$ cat src/rtl/test_sequencer_pkg.sv
// Shared types and constants for the test sequencer and its blink-code generator.
package test_sequencer_pkg;

   typedef enum logic [2:0] {
      ST_SETTLE,
      ST_START,
      ST_RUN,
      ST_GAP,
      ST_DONE
   } seq_state_t;

   typedef enum logic [1:0] {
      BL_ON,
      BL_OFF,
      BL_GAP
   } blink_phase_t;

   typedef struct packed {
      logic r;
      logic g;
      logic b;
   } led_t;

   localparam led_t LED_OFF   = '{r: 1'b0, g: 1'b0, b: 1'b0};
   localparam led_t LED_RED   = '{r: 1'b1, g: 1'b0, b: 1'b0};
   localparam led_t LED_GREEN = '{r: 1'b0, g: 1'b1, b: 1'b0};
   localparam led_t LED_BLUE  = '{r: 1'b0, g: 1'b0, b: 1'b1};

   // Dark gap after a blink-code burst, in units of one blink half-period.
   localparam int unsigned BLINK_GAP_MULT = 4;

   // Bits needed to hold the values 0..limit.
   function automatic int unsigned width_of(input int unsigned limit);
      return (limit < 2) ? 1 : $clog2(limit + 1);
   endfunction

endpackage

$ cat src/rtl/test_sequencer_blink_code.sv
// blink_code: repeating pulse train of i_count pulses (on/off of BLINK_CYCLES each)
// followed by a dark gap of BLINK_GAP_MULT*BLINK_CYCLES. Restarts from the first
// pulse whenever i_en is low.
module blink_code
   import test_sequencer_pkg::*;
#(
   parameter int unsigned BLINK_CYCLES = 12_000_000,
   parameter int unsigned COUNT_W      = 5
) (
   input  logic               i_clk,
   input  logic               i_rst_n,
   input  logic               i_en,
   input  logic [COUNT_W-1:0] i_count,
   output logic               o_led
);

   localparam int unsigned GAP_CYCLES = BLINK_GAP_MULT * BLINK_CYCLES;
   localparam int unsigned TW         = width_of(GAP_CYCLES);
   localparam logic [TW-1:0] HALF_LAST = TW'(BLINK_CYCLES - 1);
   localparam logic [TW-1:0] GAP_LAST  = TW'(GAP_CYCLES - 1);

   blink_phase_t       phase, phase_next;
   logic [TW-1:0]      timer, timer_next;
   logic [COUNT_W-1:0] pulse, pulse_next;

   // Phase, timer and pulse-count registers.
   always_ff @(posedge i_clk or negedge i_rst_n) begin
      if (!i_rst_n) begin
         phase <= BL_ON;
         timer <= '0;
         pulse <= '0;
      end else begin
         phase <= phase_next;
         timer <= timer_next;
         pulse <= pulse_next;
      end
   end

   // Step through ON/OFF pairs, then the long dark gap; timer resets at each phase end.
   always_comb begin
      phase_next = phase;
      timer_next = timer + 1'b1;
      pulse_next = pulse;
      o_led      = i_en && (phase == BL_ON);
      if (!i_en) begin
         phase_next = BL_ON;
         timer_next = '0;
         pulse_next = '0;
      end else begin
         case (phase)
            BL_ON: begin
               if (timer == HALF_LAST) begin
                  phase_next = BL_OFF;
                  timer_next = '0;
               end
            end
            BL_OFF: begin
               if (timer == HALF_LAST) begin
                  timer_next = '0;
                  pulse_next = pulse + 1'b1;
                  if (pulse_next >= i_count) begin
                     phase_next = BL_GAP;
                     pulse_next = '0;
                  end else begin
                     phase_next = BL_ON;
                  end
               end
            end
            BL_GAP: begin
               if (timer == GAP_LAST) begin
                  phase_next = BL_ON;
                  timer_next = '0;
               end
            end
            default: begin
               phase_next = BL_ON;
               timer_next = '0;
               pulse_next = '0;
            end
         endcase
      end
   end

endmodule

$ cat config.mk
export PLATFORM = sky130hd
export DESIGN_NAME = blink_code
export DESIGN_NICKNAME = d
export VERILOG_FILES = /design/src/rtl/test_sequencer_pkg.sv /design/src/rtl/test_sequencer_blink_code.sv
export SDC_FILE = /design/constraint.sdc
export NUM_CORES = 1
export LEC_CHECK = 0
export CORE_UTILIZATION = 28
export CTS_BUF_LIST = sky130_fd_sc_hd__clkbuf_8
export CTS_CLUSTER_DIAMETER = 80
export DETAILED_ROUTE_END_ITERATION = 8
export PLACE_DENSITY = 0.51
export SLEW_MARGIN = 40
export SYNTH_ARGS = -nofsm -noshare
export SYNTH_HDL_FRONTEND = slang
export SYNTH_SLANG_ARGS = --single-unit
$ cat constraint.sdc
create_clock -name i_clk -period 2.5 [get_ports i_clk]
set_input_delay 0.375 -clock i_clk [delete_from_list [all_inputs] [get_ports i_clk]]
set_output_delay 0.375 -clock i_clk [all_outputs]
set_load 0.005 [all_outputs]
==> impl_metrics.csv, run 1 <==
group,metric,value,unit
sta,drv_slew,0,
worst_setup_path,path_cells,"clkdlybuf4s50_1, nand2b_1, nor2_1, clkdlybuf4s50_1",
placed_design,numPortBuffers,8,
synth,synth_fp_nets,213,
synth,yosysWarnings,0,
routing,wirelength,3.772,mm
worst_setup_path,start_kind,"input port",
sta,fin_crit_sh,85.26,%
worst_setup_path,cp_max_fo,7,
worst_setup_path,cp.arrival,1.76,ns
power_and_ir_drop,pwr-share-clk,42.3,%
synth,syn_inst,198,
min_path,hp-class,"reg -> reg",
die,start_util,29.46,%
power_and_ir_drop,intPower,810.6,uW
sta,hold_viol_final,0,
cts,clk_path_buf_depth,2,
cts,numClockSinks,33,
routing,vias_per_cell,4.879,
power_and_ir_drop,power_frac_comb,5.5,%
routing,num_vias,1410,
power_and_ir_drop,p_sw_share,21.71,%
global_routing,grt.overflow.total,0,
worst_setup_path,cpPeakStageDelay,0.64,ns
sta,worst_slew_pin_slew,0.5237,ns
routing,wl_per_cell,13.05,um
global_routing,grt_pass1_wl,6.479,mm
cells_and_area,finish.net_count,226,
status,violations,"DRC",
die,row_count,29,
sta,timing.hold.ws,0.4491,ns
routing,ant_nets,0,
worst_setup_path,path_buf_inv,2,
routing,drtPass1Iterations,6,
power_and_ir_drop,leakage,0.8955,nW
worst_setup_path,end_kind,"output port",
die,dieWidth,84.20,um
routing,drc,4,
routing,dr.first_iter.drc_count,73,
worst_setup_path,crit_required,2.12,ns
cells_and_area,syn_to_final_growth,14.55,%
worst_setup_path,cpLargestDelayFamily,"buffers and inverters",
cts,htreeDepth,2,
synth,synth_area,1892,sq um
cts,clock_latency,0.29,ns
status,status,"complete, but fails checks",
die,core-area,6422,sq um
sta,slew-limit-headroom,64.99,%
global_routing,grt_use_total,11.74,%
cts,path_clk_slew,0.07,ns
synth,yosys_register_bits,33,
global_routing,grt_max_degree,34,
power_and_ir_drop,p_per_area,477.8,nW/um^2
sta,timing.fmax,0.4692,GHz
global_routing,grt_pass1_vias,1399,
worst_setup_path,cp_common_cell,"clkdlybuf4s50_1",
flow_run,cap_violations,0,
cells_and_area,utilization,33.74,%
cts,postCtsSetupBuffers,0,
power_and_ir_drop,p_sw,224.8,uW
cts,cts_tree,"done",
power_and_ir_drop,peakVddDrop,0.1884,mV
worst_setup_path,crit_type,"in -> out",
cells_and_area,diodes,0,
placed_design,gp_congestion,0.7474,
cts,hold_buffers,0,
cts,cts_resized,0,
worst_setup_path,slowest_stage,"clkdlybuf4s50_1",
power_and_ir_drop,seqPwrFrac,52.2,%
sta,setup_viol,0,
synth,synth-edff-count,0,
synth,ys_seq_area_share,43.65,%
die,ios,9,
synth,synthArstFlopShare,100.0,%
cts,cts-buffers-inserted,5,
global_routing,antenna_found_initial,0,
sta,tns,0,ns
synth,synth-main-ff-cell,"dfrtp_1",
cells_and_area,layout-drive-gt1-share,8.491,%
cts,clockRootBuffer,"clkbuf_8",
synth,syn_avg_cell_area,9.555,sq um
placed_design,dp_hpwl,2.574,mm
die,die-area,7089,sq um
synth,yosysUniqueCellTypes,40,
sta,rsz0062_at_grt,"false",
sta,skew,0.009627,ns
sta,period_needed,2.131,ns
die,die_h,84.20,um
layout make-up:
class,count,area [sq um]
timing repair buffer,10,107.6
tap,77,96.34
multi-input combinational,153,1006
sequential,33,825.8
fill,663,4255
clock buffer,7,96.34
clock inverter,1,5.005
inverter,8,30.03
synthesized netlist by cell type (all sizes together) (3+ instances only):
master | count | area share (%)
a21oi | 4 | 1.1
nand3 | 12 | 3.2
xor2 | 10 | 4.6
nor3 | 9 | 2.4
nor4 | 6 | 2.8
ha | 7 | 4.6
nand2b | 3 | 0.99
nor2 | 30 | 6.0
xnor2 | 18 | 8.3
and3 | 5 | 1.7
a31oi | 4 | 1.7
inv | 8 | 1.6
nand4 | 5 | 1.7
and2 | 5 | 1.7
nand2 | 13 | 2.6
dfrtp | 33 | 44
path summary, 6_finish.rpt:
kind	slack (ns)	depth (start not counted)	to	start
worst max-delay path	0.37	4	o_led	i_en
worst min-delay path	0.45	1	timer[0]$_DFF_PN0_	timer[0]$_DFF_PN0_
worst max register to register	0.38	5	pulse[3]$_DFFE_PN0P_	timer[22]$_DFF_PN0_
worst min register to register	0.45	1	timer[0]$_DFF_PN0_	timer[0]$_DFF_PN0_
max in group asynchronous	1.70	2	phase[1]$_DFFE_PN0P_	i_rst_n
min in group asynchronous	0.49	2	timer[21]$_DFF_PN0_	i_rst_n
cell usage in the layout (no fill, tap or decap), types with 8 or more instances in the layout:
master,instances
nand2_1,13
nor2_1,30
inv_1,8
clkdlybuf4s50_1,8
nand3_1,12
xnor2_1,18
dfrtp_1,33
xor2_1,10
nor3_1,9
power by group through the flow:
stage,registers (mW),logic (mW),clock network [mW]
after floorplan,0.550,0.0262,0
after global routing,0.541,0.0654,0.477
final,0.541,0.0569,0.438
after global placement,0.551,0.0585,0
after CTS,0.541,0.0593,0.459
after detailed placement,0.551,0.0591,0
metrics by stage:
step	std cells	cell area (sq um)	power (mW)	setup WS [ns]
6_report	289	2167	1.035	0.3686
5_1_grt	289	2167	1.083	0.2122
4_1_cts	289	2167	1.058	0.3421
3_5_place_dp	281	2066	0.6099	0.3322
3_3_place_gp	281	2066	0.6091	0.3449
2_1_floorplan	198	1892	0.5765	0.4815
routing by layer:
layer	part of all wire [%]	vias up	track usage, %
met5	0	-	0
met1	48	660	14.68
met2	46	31	18.78
met4	1.1	0	4.702
met3	4.3	4	3.835
li1	-	715	-
sequential cells by signal, summed over array words and instances, names as in the netlist:
| register | cells |
|---|---|
| timer | 26 |
| pulse | 5 |
| phase | 2 |
logic make-up after synthesis:
logic type,count (synthesis),share of synthesized area [%]
DFF,33,43.65
xor gates and xnor gates,28,12.96
AOI/OAI and AO/OA,18,7.474
and+or+nand+nor,100,28.11
adders and majority gates,7,4.629
buffers and inverters,12,3.175
Note: power is estimated with default switching activity, not from simulation.
==> run 2: changes to the inputs <==
REMOVE_ABC_BUFFERS = 1   (was not set)
SKIP_LAST_GASP = 1   (was not set)
==> run 2 against run 1 <==
Effect of this change:
- setup slack got worse by 0.056 ns
- critical path type is now reg -> reg
- critical path depth is 4 higher
- final cell count unchanged
- clock power fell by 12%
- flip-flop and latch count is the same
- count of clock-buffer cells in the layout shrank 2
- the flow still finishes with violations (DRC)
- die area did not move
- via count is 0.14% lower
- combinational power is essentially flat
- clock skew fell by 0.0077 ns
- highest routed layer unchanged
==> impl_metrics.csv, run 2 (synthesis gave the netlist of run 1 again) <==
group,metric,value,unit
status,status,"complete, but fails checks",
status,violations,"DRC",
die,row_count,29,
worst_setup_path,r2r_slack,0.31,ns
cts,cts_resized,0,
cells_and_area,layout_commonest_cell,"dfrtp_1",
min_path,hp-class,"reg -> reg",
worst_setup_path,cp.depth,8,
cells_and_area,diodes,0,
cells_and_area,layout-drive-gt1-share,8.019,%
placed_design,dp_hpwl,2.606,mm
flow_run,cap_violations,0,
cts,clock_latency,0.29,ns
sta,skew,0.001886,ns
worst_setup_path,cp.arrival,2.37,ns
worst_setup_path,cpPeakStageDelay,0.46,ns
die,die_h,84.20,um
routing,drc,2,
worst_setup_path,crit_start,"pulse[0]$_DFFE_PN0P_",
cells_and_area,utilization,33.45,%
sta,tns,0,ns
cells_and_area,syn_to_final_growth,13.56,%
global_routing,grt_pass1_wl,6.465,mm
worst_setup_path,cp_max_fo,6,
cts,clockRootBuffer,"clkbuf_8",
die,core-area,6422,sq um
sta,worst_slew_pin_slew,0.5018,ns
cts,hold_buffers,0,
cts,htreeDepth,2,
placed_design,numPortBuffers,8,
global_routing,antenna_found_initial,0,
routing,ant_nets,0,
cts,cts_tree,"done",
cells_and_area,finish.net_count,226,
worst_setup_path,reg2reg_depth,8,
sta,hold_viol_final,0,
cells_and_area,largest_register,"timer",
worst_setup_path,slowest_stage,"dfrtp_1",
worst_setup_path,cpLargestDelayFamily,"compound AO/OA/AOI/OAI gates",
sta,setup_viol,0,
global_routing,grt_use_total,11.53,%
routing,wirelength,3.777,mm
die,dieWidth,84.20,um
cells_and_area,fillCellCount,662,
die,ios,9,
min_path,holdCritStartpoint,"timer[0]$_DFF_PN0_",
sta,drv_slew,0,
worst_setup_path,cp_common_cell,"ha_1",
placed_design,gp_congestion,0.7348,
worst_setup_path,worstSetupEndpoint,"pulse[3]$_DFFE_PN0P_",
cts,cts-buffers-inserted,5,
cells_and_area,most-common-layout-cells,"dfrtp_1, nor2_1, xnor2_1",
global_routing,grt.overflow.total,0,
cells_and_area,reg.largest.list,"timer: 26 flops, pulse: 5 flops, phase: 2 flops",
cts,postCtsSetupBuffers,0,
worst_setup_path,r2r-start,"pulse[0]$_DFFE_PN0P_",
sta,slew-limit-headroom,66.46,%
power_and_ir_drop,leakage,0.8903,nW
power_and_ir_drop,p_per_area,457.2,nW/um^2
worst_setup_path,path_buf_inv,0,
die,start_util,29.46,%
routing,wl_per_cell,13.07,um
power_and_ir_drop,peakVddDrop,0.1603,mV
cts,path_clk_slew,0.07,ns
die,die-area,7089,sq um
global_routing,grt_max_degree,34,
worst_setup_path,end_kind,"flip-flop",
cells_and_area,largest_register_ffs,26,
worst_setup_path,reg2reg_to,"pulse[3]$_DFFE_PN0P_",
routing,vias_per_cell,4.872,
cts,numClockSinks,33,
sta,period_needed,2.188,ns
worst_setup_path,start_kind,"flip-flop",
global_routing,grt_pass1_vias,1413,
worst_setup_path,path_cells,"ha_1, xor2_1, ha_1, o211ai_1, o21ai_0, a21oi_1, and2_1, a22o_2",
routing,dr.first_iter.drc_count,60,
routing,num_vias,1408,
sta,rsz0062_at_grt,"false",
routing,drtPass1Iterations,6,
worst_setup_path,crit_required,2.68,ns
sta,fin_crit_sh,87.51,%
sta,timing.fmax,0.4571,GHz
worst_setup_path,crit_type,"reg -> reg",
cts,clk_path_buf_depth,2,
-- run 2: report_power, final --
group | internal, mW | total [mW] | switching, mW
Sequential | 0.538 | 0.541 | 0.00303
Clock | 0.189 | 0.385 | 0.196
Combinational | 0.0242 | 0.0568 | 0.0326
Total | 0.751 | 0.982 | 0.232
-- run 2: through the flow --
step | instances | setup slack [ns] | power (mW) | area [sq um] | hold WS [ns]
2_1_floorplan | 194 | 0.4050 | 0.5724 | 1862 | 0.07941
3_3_place_gp | 281 | 0.3651 | 0.6092 | 2066 | 0.4483
3_5_place_dp | 281 | 0.3421 | 0.6097 | 2066 | 0.4601
4_1_cts | 289 | 0.3207 | 1.006 | 2148 | 0.4697
5_1_grt | 289 | 0.2081 | 1.033 | 2148 | 0.4975
6_report | 289 | 0.3123 | 0.9822 | 2148 | 0.4617
-- run 2: how the worst min path moves through the flow --
stage / endpoint / slack [ns] / depth (start not counted)
finish: timer[0]$_DFF_PN0_ / 0.46 / 1
global route: timer[0]$_DFF_PN0_ / 0.50 / 1
CTS: timer[0]$_DFF_PN0_ / 0.47 / 1
detailed placement: timer[0]$_DFF_PN0_ / 0.46 / 1
global placement: timer[0]$_DFF_PN0_ / 0.45 / 1
floorplan: phase[0]$_DFFE_PN0P_ / 0.08 / 0
-- run 2: metal layers --
layer,up-vias,track usage [%],routed length (um)
met2,27,17.81,1669
met3,5,3.245,154
met5,-,0,0
li1,715,-,-
met1,661,15.25,1897
met4,0,4.702,55
-- run 2: final cells by class --
| type | count | area [sq um] | share of cell area (%) |
|---|---|---|---|
| Sequential cell | 33 | 825.8 | 38.44 |
| Tap cell | 77 | 96.34 | 4.485 |
| Timing Repair Buffer | 10 | 107.6 | 5.009 |
| Clock buffer | 5 | 68.82 | 3.203 |
| Inverter | 8 | 30.03 | 1.398 |
| Clock inverter | 3 | 13.76 | 0.6407 |
| Multi-Input combinational cell | 153 | 1006 | 46.83 |
